## src/rtl/bscan_spi_framer_if.sv

```systemverilog
// bscan_spi_framer_if
//   Groups the JTAG USER1 tap-side signals and the SPI / readback-RAM
//   outputs of the BSCAN-to-SPI framer.
//   master : the TAP side (drives TAP_RESET, SEL1, SHIFT, CAPTURE, TDI).
//   slave  : the framer (drives CSB, MOSI, WR_EN, WR_ADDR, LEN, BUSY,
//            DONE, LEN_ERR, ABORT and the dbg_state debug view).
//   Handshake: there is no valid/ready pair. A bit is transferred exactly
//   when SEL1 and SHIFT are both high at a rising DRCK1 edge; with either
//   low, nothing advances.
interface bscan_spi_framer_if #(
  parameter int AW = 14
);
  logic          TAP_RESET;
  logic          SEL1;
  logic          SHIFT;
  logic          CAPTURE;
  logic          TDI;
  logic          CSB;
  logic          MOSI;
  logic          WR_EN;
  logic [AW-1:0] WR_ADDR;
  logic [15:0]   LEN;
  logic          BUSY;
  logic          DONE;
  logic          LEN_ERR;
  logic          ABORT;
  logic [1:0]    dbg_state;

  modport master (
    output TAP_RESET, SEL1, SHIFT, CAPTURE, TDI,
    input  CSB, MOSI, WR_EN, WR_ADDR, LEN, BUSY, DONE, LEN_ERR, ABORT,
           dbg_state
  );

  modport slave (
    input  TAP_RESET, SEL1, SHIFT, CAPTURE, TDI,
    output CSB, MOSI, WR_EN, WR_ADDR, LEN, BUSY, DONE, LEN_ERR, ABORT,
           dbg_state
  );
endinterface

```

## src/rtl/bscan_spi_framer.sv

```systemverilog
// bscan_spi_framer
//   Hunts the USER1 data-register stream for a 48-bit header
//   (32-bit MAGIC sync word, then a 16-bit bit count, both LSB first),
//   then opens the SPI flash chip select for exactly that many shift
//   cycles. Every transferred bit also produces one readback RAM write.
// Ports
//   DRCK1   : sole clock, rising edge.
//   RESET_N : asynchronous active-low reset.
//   bus     : bscan_spi_framer_if.slave (TAP inputs, SPI/RAM outputs,
//             dbg_state = current FSM state).
module bscan_spi_framer #(
  parameter logic [31:0] MAGIC   = 32'h59A659A6,
  parameter int          AW      = 14,
  parameter int          MAX_LEN = 16384
) (
  input  logic                   DRCK1,
  input  logic                   RESET_N,
  bscan_spi_framer_if.slave      bus
);

  localparam logic [1:0] ST_HUNT = 2'd0;
  localparam logic [1:0] ST_XFER = 2'd1;
  localparam logic [1:0] ST_DONE = 2'd2;

  localparam logic [16:0] MAX_LEN_W = 17'(MAX_LEN);

  logic [1:0]    state_q, state_d;
  logic [47:0]   header_q, header_d;
  logic [15:0]   len_q, len_d;
  logic [15:0]   remaining_q, remaining_d;
  logic          csb_q, csb_d;
  logic          wr_en_q, wr_en_d;
  logic [AW-1:0] wr_addr_q, wr_addr_d;
  logic          len_err_q, len_err_d;
  logic          abort_q, abort_d;

  logic          shift_cyc;
  logic [47:0]   hdr_shifted;
  logic [15:0]   req_len;
  logic          too_long;
  logic          hdr_match;
  logic [15:0]   len_clamped;

  always_comb begin
    shift_cyc   = bus.SEL1 & bus.SHIFT;
    hdr_shifted = {bus.TDI, header_q[47:1]};
    req_len     = hdr_shifted[47:32];
    too_long    = {1'b0, req_len} > MAX_LEN_W;
    len_clamped = too_long ? MAX_LEN_W[15:0] : req_len;
    // The match is judged on the value the register will hold after this
    // shift, so the transfer can start on the very edge the header lands.
    hdr_match   = shift_cyc && (hdr_shifted[31:0] == MAGIC);
  end

  always_comb begin
    state_d     = state_q;
    header_d    = header_q;
    len_d       = len_q;
    remaining_d = remaining_q;
    csb_d       = csb_q;
    wr_en_d     = 1'b0;
    abort_d     = 1'b0;
    len_err_d   = len_err_q;
    // The address steps once the write strobe has been presented.
    wr_addr_d   = wr_en_q ? wr_addr_q + 1'b1 : wr_addr_q;

    if (bus.TAP_RESET) begin
      // Wins over anything else, including a header match on this edge.
      state_d  = ST_HUNT;
      csb_d    = 1'b1;
      header_d = '0;
      abort_d  = (state_q == ST_XFER);
    end else begin
      case (state_q)
        ST_HUNT: begin
          if (shift_cyc) begin
            header_d = hdr_shifted;
            if (hdr_match) begin
              len_d = len_clamped;
              if (too_long) begin
                len_err_d = 1'b1;
              end else if (req_len != 16'd0) begin
                len_err_d = 1'b0;
              end
              if (req_len == 16'd0) begin
                state_d = ST_DONE;
              end else begin
                state_d     = ST_XFER;
                csb_d       = 1'b0;
                remaining_d = len_clamped;
                wr_addr_d   = '0;
              end
            end
          end
        end
        ST_XFER: begin
          if (bus.CAPTURE || !bus.SEL1) begin
            state_d  = ST_HUNT;
            csb_d    = 1'b1;
            header_d = '0;
            abort_d  = 1'b1;
          end else if (bus.SHIFT) begin
            remaining_d = remaining_q - 16'd1;
            wr_en_d     = 1'b1;
            if (remaining_q == 16'd1) begin
              // Last bit: deselect on the same edge that consumes it.
              csb_d   = 1'b1;
              state_d = ST_DONE;
            end
          end
        end
        ST_DONE: begin
          if (bus.CAPTURE || !bus.SEL1) begin
            state_d  = ST_HUNT;
            header_d = '0;
          end
        end
        default: begin
          state_d = ST_HUNT;
          csb_d   = 1'b1;
        end
      endcase
    end
  end

  always_ff @(posedge DRCK1 or negedge RESET_N) begin
    if (!RESET_N) begin
      state_q     <= ST_HUNT;
      header_q    <= '0;
      len_q       <= '0;
      remaining_q <= '0;
      csb_q       <= 1'b1;
      wr_en_q     <= 1'b0;
      wr_addr_q   <= '0;
      len_err_q   <= 1'b0;
      abort_q     <= 1'b0;
    end else begin
      state_q     <= state_d;
      header_q    <= header_d;
      len_q       <= len_d;
      remaining_q <= remaining_d;
      csb_q       <= csb_d;
      wr_en_q     <= wr_en_d;
      wr_addr_q   <= wr_addr_d;
      len_err_q   <= len_err_d;
      abort_q     <= abort_d;
    end
  end

  assign bus.CSB       = csb_q;
  assign bus.MOSI      = bus.TDI;
  assign bus.WR_EN     = wr_en_q;
  assign bus.WR_ADDR   = wr_addr_q;
  assign bus.LEN       = len_q;
  assign bus.BUSY      = (state_q == ST_XFER);
  assign bus.DONE      = (state_q == ST_DONE);
  assign bus.LEN_ERR   = len_err_q;
  assign bus.ABORT     = abort_q;
  assign bus.dbg_state = state_q;

endmodule

```

## src/flat_wrapper.sv

```systemverilog
// flat-port wrapper written by rule: the top's interface ports become plain ports
module bscan_spi_framer_flat 
#(
  parameter logic [31:0] MAGIC   = 32'h59A659A6,
  parameter int          AW      = 14,
  parameter int          MAX_LEN = 16384
)
  (DRCK1, RESET_N, bus_TAP_RESET, bus_SEL1, bus_SHIFT, bus_CAPTURE, bus_TDI, bus_CSB, bus_MOSI, bus_WR_EN, bus_WR_ADDR, bus_LEN, bus_BUSY, bus_DONE, bus_LEN_ERR, bus_ABORT, bus_dbg_state);
  bscan_spi_framer_if #(.AW(AW)) bus_i ();
  input  logic DRCK1;
  input  logic RESET_N;
  input wire logic [$bits(bus_i.TAP_RESET)-1:0] bus_TAP_RESET;
  input wire logic [$bits(bus_i.SEL1)-1:0] bus_SEL1;
  input wire logic [$bits(bus_i.SHIFT)-1:0] bus_SHIFT;
  input wire logic [$bits(bus_i.CAPTURE)-1:0] bus_CAPTURE;
  input wire logic [$bits(bus_i.TDI)-1:0] bus_TDI;
  output wire logic [$bits(bus_i.CSB)-1:0] bus_CSB;
  output wire logic [$bits(bus_i.MOSI)-1:0] bus_MOSI;
  output wire logic [$bits(bus_i.WR_EN)-1:0] bus_WR_EN;
  output wire logic [$bits(bus_i.WR_ADDR)-1:0] bus_WR_ADDR;
  output wire logic [$bits(bus_i.LEN)-1:0] bus_LEN;
  output wire logic [$bits(bus_i.BUSY)-1:0] bus_BUSY;
  output wire logic [$bits(bus_i.DONE)-1:0] bus_DONE;
  output wire logic [$bits(bus_i.LEN_ERR)-1:0] bus_LEN_ERR;
  output wire logic [$bits(bus_i.ABORT)-1:0] bus_ABORT;
  output wire logic [$bits(bus_i.dbg_state)-1:0] bus_dbg_state;
  assign bus_i.TAP_RESET = bus_TAP_RESET;
  assign bus_i.SEL1 = bus_SEL1;
  assign bus_i.SHIFT = bus_SHIFT;
  assign bus_i.CAPTURE = bus_CAPTURE;
  assign bus_i.TDI = bus_TDI;
  assign bus_CSB = bus_i.CSB;
  assign bus_MOSI = bus_i.MOSI;
  assign bus_WR_EN = bus_i.WR_EN;
  assign bus_WR_ADDR = bus_i.WR_ADDR;
  assign bus_LEN = bus_i.LEN;
  assign bus_BUSY = bus_i.BUSY;
  assign bus_DONE = bus_i.DONE;
  assign bus_LEN_ERR = bus_i.LEN_ERR;
  assign bus_ABORT = bus_i.ABORT;
  assign bus_dbg_state = bus_i.dbg_state;
  bscan_spi_framer #(.MAGIC(MAGIC), .AW(AW), .MAX_LEN(MAX_LEN)) u_core (.DRCK1(DRCK1), .RESET_N(RESET_N), .bus(bus_i));
endmodule
```

## config.mk

```make
export PLATFORM = sky130hd
export DESIGN_NAME = bscan_spi_framer_flat
export DESIGN_NICKNAME = d
export VERILOG_FILES = /design/src/rtl/bscan_spi_framer_if.sv /design/src/rtl/bscan_spi_framer.sv /design/src/flat_wrapper.sv
export SDC_FILE = /design/constraint.sdc
export NUM_CORES = 1
export LEC_CHECK = 0
export CAP_MARGIN = 30
export CORE_ASPECT_RATIO = 1.4
export CORE_MARGIN = 5
export CORE_UTILIZATION = 52
export DETAILED_ROUTE_END_ITERATION = 12
export GPL_TIMING_DRIVEN = 0
export PLACE_DENSITY = 0.87
export SLEW_MARGIN = 20
export SYNTH_ARGS = -nofsm -noshare
export SYNTH_HDL_FRONTEND = slang
export SYNTH_SLANG_ARGS = --single-unit
export TNS_END_PERCENT = 100
```

## constraint.sdc

```tcl
create_clock -name DRCK1 -period 2.4 [get_ports DRCK1]
set_clock_uncertainty 0.2 [all_clocks]
set_input_delay 0.36 -clock DRCK1 [delete_from_list [all_inputs] [get_ports DRCK1]]
set_output_delay 0.36 -clock DRCK1 [all_outputs]
set_load 0.01 [all_outputs]
```

==> results of run 1 <==
layout make-up:
| class | count | area, sq um |
|---|---|---|
| buffer | 31 | 159 |
| sequential | 99 | 2480 |
| multi-input combinational | 399 | 2570 |
| tap | 110 | 138 |
| clock buffer | 9 | 225 |
| timing repair buffer | 64 | 639 |
| inverter | 26 | 97.6 |
| fill | 713 | 3060 |
| clock inverter | 7 | 87.6 |
worst max path at each step:
stage,startpoint,to,slack (ps),cells after the start
2_1_floorplan,u_core.bus.dbg_state[1],u_core.remaining_q[8],70,7
3_3_place_gp,RESET_N,u_core.header_q[25],-2800,1
3_5_place_dp,bus_SEL1,u_core.bus.LEN[11],-710,6
4_1_cts,u_core.header_q[11],u_core.remaining_q[13],-4,7
5_1_grt,u_core.header_q[32],u_core.remaining_q[8],-120,7
6_report,u_core.header_q[10],u_core.remaining_q[8],-50,6
repair_timing:
| item | CTS | global route |
|---|---|---|
| resized for setup | 43 | 39 |
| setup buffers | 9 | 7 |
| pin swaps | 5 | 7 |
| endpoints found under the setup margin | 95 | 79 |
| endpoints found under the hold margin | 23 | 0 |
| cloned | 0 | 1 |
| hold buffers | 1 | 0 |
power breakdown:
group          internal [mW]  switching (mW)  total [mW]
Combinational           1.09            1.54        2.63
Sequential              1.89           0.282        2.18
Clock                  0.826           0.683        1.51
cells in the final DEF, fill, tap and decap left out, drive strengths merged, types with 3 or more instances in the layout:
master	n
nor2	33
o41ai	3
mux2	6
clkinv	4
xor2	4
nand2b	6
nor3	21
mux2i	6
clkdlybuf4s50	42
nor4b	5
buf	21
o21ai	68
inv	27
nand4bb	3
xnor2	9
o31ai	5
ha	6
a211oi	6
nand4b	4
a31oi	4
nand3	21
clkbuf	38
nor4bb	3
a211o	3
nor4	12
dfrtp	98
and3	4
or3	4
nand4	12
and2	3
nand2	108
a21oi	10
or4	5
stage by stage:
stage               total power [mW]  setup slack [ps]  setup TNS (ps)
global route                    6.64              -122            -909
detailed placement              4.33              -714          -48110
global placement                4.26             -2800         -319120
CTS                             6.03             -4.17           -4.17
floorplan                       3.53              70.4               0
finish                          6.31             -52.1            -126
sequential cells by signal (all words and copies together) (netlist names):
name / count
u_core.bus.CSB: 1
u_core.bus.LEN: 16
u_core.bus.ABORT: 1
u_core.bus.WR_EN: 1
u_core.bus.WR_ADDR: 14
u_core.bus.LEN_ERR: 1
u_core.bus.dbg_state: 2
u_core.remaining_q: 16
u_core.header_q: 47
layer usage:
metal | up-vias | wire length, microns | GRT usage | share of wire
met5 | - | 0 | 0 | 0
met4 | 0 | 593 | 0.117 | 0.042
met3 | 62 | 626 | 0.0418 | 0.044
met2 | 183 | 7650 | 0.447 | 0.54
met1 | 2259 | 5200 | 0.269 | 0.37
li1 | 2113 | - | - | -
critical path: cells and delay by family (launching register included):
family,cells,cell delay [ps]
and+or+nand+nor,3,960
AOI/OAI and AO/OA,2,580
DFF,1,410
buffers and inverters,1,180
kinds of logic (layout without fill, tap and decap cells):
family                     after synthesis  after routing
AOI/OAI and AO/OA                      115            115
muxes                                   12             12
xor gates and xnor gates                13             13
DFF                                     99             99
buffers and inverters                   57            137
and+or+nand+nor                        253            253
adders and majority gates                6              6
==> summary.txt, run 1 <==
Critical path
  – CP Max Fanout: 4
  – Worst reg2reg path depth: 6
  – Setup Crit Path Kind: reg2reg
  – CP cell instances: nand4bb_2 -> or3_4 -> o41ai_4 -> buf_6 -> nand2_1 -> a211o_1
  – Worst Path Arrival: 2480 ps
  – CP max-delay cell: or3_4
  – Worst path max stage delay: roughly 470 ps
  – Worst path required time: 2430 ps
  – Reg2reg start: u_core.header_q[10]
  – Startpoint Class: flip-flop
  – Worst setup EP type: flip-flop
  – R2R Setup Slk: -50 ps
  – FF-to-FF End: u_core.remaining_q[8]

GRT
  – Initial antenna violation count: 0
  – Overall Global Routing Usage: 0.244
  – Vias in the first global route: around 4.7k
  – Largest net degree at the start of global routing: 77
  – GR Overflow Total: 0
  – First-pass GRT wire length: about 23000 microns

Route
  – Final WL: between 10000 and 15000 microns
  – DRC viols: 0
  – DRT Pass-1 Iters: 5
  – Drt first-iter violations: about 330
  – Routed via count: about 4.6k
  – DR WL/cell: between 15 and 20 microns
  – Final ANT Viol Nets: 0
  – Via density: about 6.2

Logic synthesis
  – Mapped Nets: 568
  – Combinational family with the most area after synthesis: simple AND/OR/NAND/NOR gates
  – Sequential area share after synthesis: 0.494
  – EDFF count, synth: 0
  – Distinct cells, synth: 55
  – Synth top cells by count: nand2_1, dfrtp_1, o21ai_0
  – Synth area leader: dfrtp_1
  – Avg Cell Area, Syn: 9.04 sq um
  – Synth warn: 0
  – Mux contribution to synthesized area: 0.0254
  – Synth Flop Type: dfrtp_1
  – FF+latch count, synth: 99
  – Xor/xnor share of the synthesized area: 0.0227
  – Synth Area in Compound Gates: 0.140
  – Simple-gate share of the synthesized area: 0.257
  – Count leader, synth: nand2_1
  – Top post-synthesis cells by area: dfrtp_1, nand2_1, o21ai_0
  – Synthesized netlist cell count: ~560
  – Share of flip-flops with an asynchronous set or reset: 1.00
  – Synthesized cell area: 5020 sq um
  – Synth top area share: 0.489
  – Adder-Cell Fraction of Synth Area: 0.0150

Die
  – DIE AREA: approximately 12000 sq um
  – Initial Utilization: 0.530
  – Core area: around 9500 sq um
  – Die height: ~130 microns
  – Die Width: around 93 microns
  – Num ports: between 40 and 50
  – # rows: 42

Layout
  – Synth-to-Final Area Change: 27.5%
  – Util after Layout: 0.676
  – Design area: between 6000 and 7000 sq um
  – Final Net Count: 643
  – Antenna cell count: 0
  – Non-Filler Instances: 745
  – Layout cells sized above 1: 0.165

Timing
  – Slew Limit Headroom: 0.586
  – Final setup vio count: 3
  – RSZ-0062 raised after global routing: yes
  – Final worst slack: -52.1 ps
  – Min Clock Period, post-route: around 2500 ps
  – Max Fclk: ~400 MHz
  – Max-slew violations: 0
  – Worst Hold Slack: 229 ps
  – Final Hold Violating Endpoints: 0
  – Tcrit/Tclk final: 1.02
  – Worst slew pin tran: between 600 and 700 ps

Power and ir drop
  – Pwr dens: 987 nW/um^2
  – Max IR drop VDD: between 0.5 and 0.6 mV
  – Leakage power: approximately 2.6 nW

Clocking
  – Clock transition at path regs: approximately 80 ps
  – H-tree depth: 3
  – CTS buffer count: 9
  – CTS Buffer Depth: 2
  – Root buf cell: clkbuf_16
  – Worst skew pair latency: roughly 350 ps
  – TritonCTS clock tree: built
  – Sinks on Clock Net: 99

Run status
  – Failing checks: setup timing
  – Status: finished with violations

Place
  – HPWL after DPL: between 9000 and 10000 microns
  – Dpl cells: 711
  – Cell Area, Placed: around 5600 sq um
  – Routability Congestion: between 0.9 and 1
  – IO Port Bufs: between 40 and 50

Run
  – Max_cap viols: 0

Worst hold path
  – Hold Crit Class: in2async
Power figures use the tool's default switching activity.
==> run 2, diff against run 1 <==
--- a/config.mk
+++ b/config.mk
@@ -5,6 +5,7 @@
 export SDC_FILE = /design/constraint.sdc
 export NUM_CORES = 1
 export LEC_CHECK = 0
+export ABC_AREA = 1
 export CAP_MARGIN = 30
 export CORE_ASPECT_RATIO = 1.4
 export CORE_MARGIN = 5
@@ -12,7 +13,7 @@
 export DETAILED_ROUTE_END_ITERATION = 12
 export GPL_TIMING_DRIVEN = 0
 export PLACE_DENSITY = 0.87
-export SLEW_MARGIN = 20
+export SLEW_MARGIN = 30
 export SYNTH_ARGS = -nofsm -noshare
 export SYNTH_HDL_FRONTEND = slang
 export SYNTH_SLANG_ARGS = --single-unit
==> summary.txt, run 2 <==
Place
  – Routability Congestion: approximately 0.96
  – Dpl cells: a little under 900
  – HPWL after DPL: roughly 9300 microns
  – Cell Area, Placed: around 5900 sq um
  – IO Port Bufs: 45

Die
  – Core area: between 9000 and 10000 sq um
  – DIE AREA: 12200 sq um
  – Die height: 129 microns
  – Num ports: 46
  – Initial Utilization: 0.528
  – Die Width: between 90 and 100 microns
  – # rows: between 40 and 50

Critical path
  – CP Max Fanout: 10
  – CP max-delay cell: dfrtp_1
  – Startpoint Class: flip-flop
  – R2R Setup Slk: 160 ps
  – Worst path required time: 2450 ps
  – Worst setup EP type: flip-flop
  – Setup Crit Path Kind: reg2reg
  – Worst Path Arrival: 2290 ps
  – Worst path max stage delay: between 300 and 400 ps
  – CP cell instances: inv_1 -> ha_1 -> buf_6 -> inv_4 -> nor2_2 -> nor2_1 -> o21ai_1 -> a21oi_4 -> nand3_4 -> buf_6 -> nand2_1 -> nand2_1

GRT
  – Overall Global Routing Usage: 0.224
  – First-pass GRT wire length: about 22000 microns
  – Largest net degree at the start of global routing: 70
  – Vias in the first global route: around 4.7k
  – GR Overflow Total: 0
  – Initial antenna violation count: 0

Clocking
  – Sinks on Clock Net: 99
  – Root buf cell: clkbuf_16
  – CTS buffer count: 9
  – TritonCTS clock tree: built
  – H-tree depth: 3
  – Clock transition at path regs: approximately 80 ps
  – CTS Buffer Depth: 2
  – Worst skew pair latency: approximately 360 ps
  – Postcts setup bufs: 0

Power and ir drop
  – Net Sw Frac: 0.434
  – Sw Pwr: approximately 3.1 mW
  – Pwr dens: around 1100 nW/um^2
  – Max IR drop VDD: slightly above 0.5 mV
  – Clock power frac: 0.230
  – Leakage power: 2.96 nW
  – Flop pwr share: 0.308
  – Internal: between 4 and 5 mW
  – Logic pwr share: 0.463

Route
  – Via density: approximately 5.3
  – DR WL/cell: around 15 microns
  – Routed via count: 4735
  – DRT Pass-1 Iters: 5
  – Final WL: between 10000 and 15000 microns
  – Drt first-iter violations: about 300
  – Final ANT Viol Nets: 0
  – DRC viols: 0

Logic synthesis
  – Synthesized netlist cell count: between 600 and 700
  – Synth top cells by count: nand2_1, nand3_1, dfrtp_1
  – Synthesized cell area: between 5000 and 6000 sq um
  – Distinct cells, synth: 34
  – Count leader, synth: nand2_1
  – Synth area leader: dfrtp_1
  – Top post-synthesis cells by area: dfrtp_1, nand2_1, nand3_1
  – Synth top area share: 0.469
  – Mapped Nets: ~700
  – EDFF count, synth: 0
  – Synth warn: 0
  – FF+latch count, synth: slightly below 100
  – Sequential area share after synthesis: 0.474
  – Synth Flop Type: dfrtp_1
  – Avg Cell Area, Syn: about 7.5 sq um
  – Share of flip-flops with an asynchronous set or reset: 1.00

Layout
  – Top reg by flops: u_core.header_q
  – Synth-to-Final Area Change: 19.3%
  – Area of the multi-input gates: ~2200 sq um
  – Most common cell after layout, fill and taps aside: nand2_1
  – Max reg flops: 47
  – Antenna cell count: 0
  – Final Net Count: between 700 and 800
  – Fillers: 876
  – Design area: between 6000 and 7000 sq um
  – FF/Latch Area: 2480 sq um
  – Most frequent cells in the layout: nand2_1, nand3_1, dfrtp_1
  – Util after Layout: 0.630
  – Layout cells sized above 1: 0.0685
  – Non-Filler Instances: just under 900

Timing
  – Max Fclk: 446 MHz
  – Min Clock Period, post-route: roughly 2200 ps
  – Final Hold Violating Endpoints: 0
  – Final setup vio count: 0
  – Tcrit/Tclk final: 0.933
  – RSZ-0062 raised after global routing: no
  – Slew Limit Headroom: 0.672
  – Worst slew pin tran: 491 ps
  – Max-slew violations: 0

Run status
  – Status: finished, final reports clean

Run
  – Max_cap viols: 0

Worst hold path
  – Hold Crit Class: in2async
==> run 2: layout make-up <==
| cell class | instances | share of cell area |
|---|---|---|
| flip-flops and latches | 99 | 0.398 |
| multi-input cells | 481 | 0.359 |
| repair buffers | 47 | 0.0785 |
| inverters | 87 | 0.0528 |
| clock buffers | 9 | 0.0361 |
| plain buffers | 29 | 0.0293 |
| well taps | 135 | 0.0271 |
| clock inverters | 7 | 0.0191 |
==> run 2: routing by layer <==
| metal | up-vias | track usage | wire length, microns |
|---|---|---|---|
| li1 | 2328 | - | - |
| met1 | 2219 | 0.256 | 5090 |
| met2 | 144 | 0.390 | 6700 |
| met3 | 44 | 0.0450 | 573 |
| met4 | 0 | 0.121 | 614 |
| met5 | - | 0 | 0 |
==> run 2: power by group through the flow <==
| stage | clock network [mW] | registers, mW | logic [mW] |
|---|---|---|---|
| after floorplan | 0 | 2.23 | 2.26 |
| after global placement | 0 | 2.22 | 3.15 |
| after detailed placement | 0 | 2.23 | 3.25 |
| after CTS | 1.66 | 2.20 | 3.28 |
| after global routing | 1.73 | 2.24 | 3.68 |
| final | 1.64 | 2.20 | 3.31 |
==> run 2: worst paths after layout <==
kind                                         start  cells after the start                endpoint
setup / recovery           u_core.bus.dbg_state[1]                     12  u_core.remaining_q[15]
hold / removal                             RESET_N                      2   u_core.bus.WR_ADDR[5]
setup reg to reg           u_core.bus.dbg_state[1]                     12  u_core.remaining_q[15]
hold reg to reg                     u_core.bus.CSB                      2          u_core.bus.CSB
max in group asynchronous                  RESET_N                      3          u_core.bus.CSB
min in group DRCK1                  u_core.bus.CSB                      2          u_core.bus.CSB
==> run 2: metrics by stage <==
| step | setup slack, ps | total power [mW] | TNS, ps | hold slack [ps] |
|---|---|---|---|---|
| after floorplan | 356 | 4.49 | 0 | -136 |
| after global placement | -2760 | 5.36 | -273110 | 251 |
| after detailed placement | -126 | 5.48 | -2010 | 60.7 |
| after CTS | 121 | 7.14 | 0 | 251 |
| after global routing | 13.2 | 7.65 | 0 | 271 |
| final | 160 | 7.16 | 0 | 243 |
==> run 2: kinds of logic after synthesis <==
logic type	count (synthesis)	synth area share
compound gates	77	0.0776
xor+xnor	12	0.0201
fa+ha+maj	6	0.0144
buf+inv	116	0.0970
flops	99	0.474
mux	1	0.00192
simple gates	385	0.315
==> run 2: timing repair <==
action | 4_1_cts | 5_1_grt
resized for setup | 0 | 5
hold buffers | 1 | 0
endpoints found under the hold margin | 30 | 0
setup endpoints to repair | 0 | 11
==> run 2: worst max-delay path, delay by kind of cell (launching register included) <==
family	cells	cell delay, ps
AO/OA/AOI/OAI	2	400
adder cells (fa/ha/maj)	1	200
buffers and inverters	4	520
flip-flops	1	390
AND/OR/NAND/NOR	5	420
==> run 3, diff against run 2 <==
--- a/config.mk
+++ b/config.mk
@@ -6,13 +6,14 @@
 export NUM_CORES = 1
 export LEC_CHECK = 0
 export ABC_AREA = 1
-export CAP_MARGIN = 30
+export CAP_MARGIN = 15
 export CORE_ASPECT_RATIO = 1.4
 export CORE_MARGIN = 5
 export CORE_UTILIZATION = 52
 export DETAILED_ROUTE_END_ITERATION = 12
 export GPL_TIMING_DRIVEN = 0
 export PLACE_DENSITY = 0.87
+export SETUP_SLACK_MARGIN = 0.02
 export SLEW_MARGIN = 30
 export SYNTH_ARGS = -nofsm -noshare
 export SYNTH_HDL_FRONTEND = slang
==> summary.txt, run 3 (same netlist as run 2, synthesis figures left out) <==
Route
  – Via density: 5.25
  – Routed via count: around 4.7k
  – DRC viols: 0
  – DR WL/cell: between 10 and 15 microns
  – Drt first-iter violations: roughly 290
  – Final WL: 13000 microns
  – Final ANT Viol Nets: 0
  – DRT Pass-1 Iters: 5

GRT
  – Vias in the first global route: about 4.7k
  – Initial antenna violation count: 0
  – First-pass GRT wire length: between 20000 and 25000 microns
  – Largest net degree at the start of global routing: 70
  – Overall Global Routing Usage: 0.224
  – GR Overflow Total: 0

Timing
  – Final worst slack: approximately 160 ps
  – RSZ-0062 raised after global routing: no
  – Final setup vio count: 0
  – Slew Limit Headroom: 0.663
  – Tcrit/Tclk final: 0.933
  – Min Clock Period, post-route: around 2200 ps
  – Max Fclk: around 450 MHz
  – Max-slew violations: 0
  – Final Hold Violating Endpoints: 0
  – Worst slew pin tran: 505 ps

Layout
  – Most common cell after layout, fill and taps aside: nand2_1
  – Top reg by flops: u_core.header_q
  – Layout cells sized above 1: 0.0685
  – Final Net Count: about 770
  – Synth-to-Final Area Change: 19.3%
  – Max reg flops: between 40 and 50
  – Design area: 6240 sq um
  – Antenna cell count: 0
  – Most frequent cells in the layout: nand2_1, nand3_1, dfrtp_1

Clocking
  – Clock transition at path regs: ~80 ps
  – H-tree depth: 3
  – CTS Buffer Depth: 2
  – CTS buffer count: 9
  – Root buf cell: clkbuf_16
  – Postcts setup bufs: 0
  – Sinks on Clock Net: 99
  – Worst skew pair latency: between 300 and 400 ps
  – TritonCTS clock tree: built

Power and ir drop
  – Leakage power: between 2 and 3 nW
  – Pwr dens: about 1100 nW/um^2
  – Max IR drop VDD: 0.514 mV

Worst hold path
  – Hold Crit Class: in2async

Die
  – Die height: about 130 microns
  – Num ports: 46
  – Die Width: between 90 and 100 microns
  – # rows: 43
  – Core area: about 9900 sq um
  – DIE AREA: between 10000 and 15000 sq um
  – Initial Utilization: 0.528

Critical path
  – CP Max Fanout: 10
  – Worst setup EP type: flip-flop
  – Worst Path Arrival: ~2300 ps
  – Critical path origin: u_core.bus.dbg_state[1]
  – Reg2reg start: u_core.bus.dbg_state[1]
  – Worst path required time: about 2500 ps
  – Setup Crit Path Kind: reg2reg
  – Startpoint Class: flip-flop

Run status
  – Status: finished, final reports clean

Place
  – Routability Congestion: slightly below 1
  – Place WS: -126 ps
  – HPWL after DPL: just over 9000 microns
  – IO Port Bufs: 45
  – Cell Area, Placed: roughly 6000 sq um

Run
  – Max_cap viols: 0
==> run 3: worst paths after layout <==
| check | slack (ps) | depth (start not counted) | to |
|---|---|---|---|
| min in group DRCK1 | 280 | 2 | u_core.bus.CSB |
| max reg2reg | 160 | 12 | u_core.remaining_q[15] |
| min reg2reg | 280 | 2 | u_core.bus.CSB |
| min | 240 | 2 | u_core.bus.WR_ADDR[5] |
| max | 160 | 12 | u_core.remaining_q[15] |
| max in group asynchronous | 1080 | 3 | u_core.bus.CSB |
==> run 3: timing repair <==
item,4_1_cts,5_1_grt
setup endpoints to repair,0,17
gates resized for setup,0,6
hold buffers,1,0
endpoints found under the hold margin,30,0
==> run 3: power by group <==
| part | internal [mW] | switching (mW) |
|---|---|---|
| registers | 1.93 | 0.274 |
| clock network | 0.943 | 0.701 |
| logic | 1.19 | 2.12 |
| total | 4.06 | 3.10 |
==> run 3: per-stage QoR <==
step	hold WS [ps]	setup TNS [ps]	util	cells	total power, mW
final	245	0	0.630	894	7.16
after global routing	271	0	0.630	894	7.66
after CTS	251	0	0.629	894	7.14
after detailed placement	60.7	-2010	0.593	877	5.48
after global placement	251	-273110	0.590	876	5.36
after floorplan	-136	0	-	696	4.49
==> run 3: layout make-up <==
class                      count  area (sq um)
multi-input combinational    481          2240
buffer                        29           186
inverter                      87           329
timing repair buffer          47           489
fill                         874          3660
clock buffer                   9           225
tap                          135           169
clock inverter                 7           119
sequential                    99          2480
==> run 3: worst max-delay path, stage by stage, from the launching register on <==
cell and delay (ps):
dfrtp_1 390, inv_1 80, ha_1 200, buf_6 160, inv_4 100, nor2_2 50
nor2_1 70, o21ai_1 100, a21oi_4 300, nand3_4 180, buf_6 180, nand2_1 70
nand2_1 50
==> run 3: routing by layer <==
| layer | track usage | share of wire |
|---|---|---|
| met4 | 0.121 | 0.047 |
| met5 | 0 | 0 |
| met2 | 0.390 | 0.52 |
| met3 | 0.0450 | 0.041 |
| met1 | 0.256 | 0.39 |
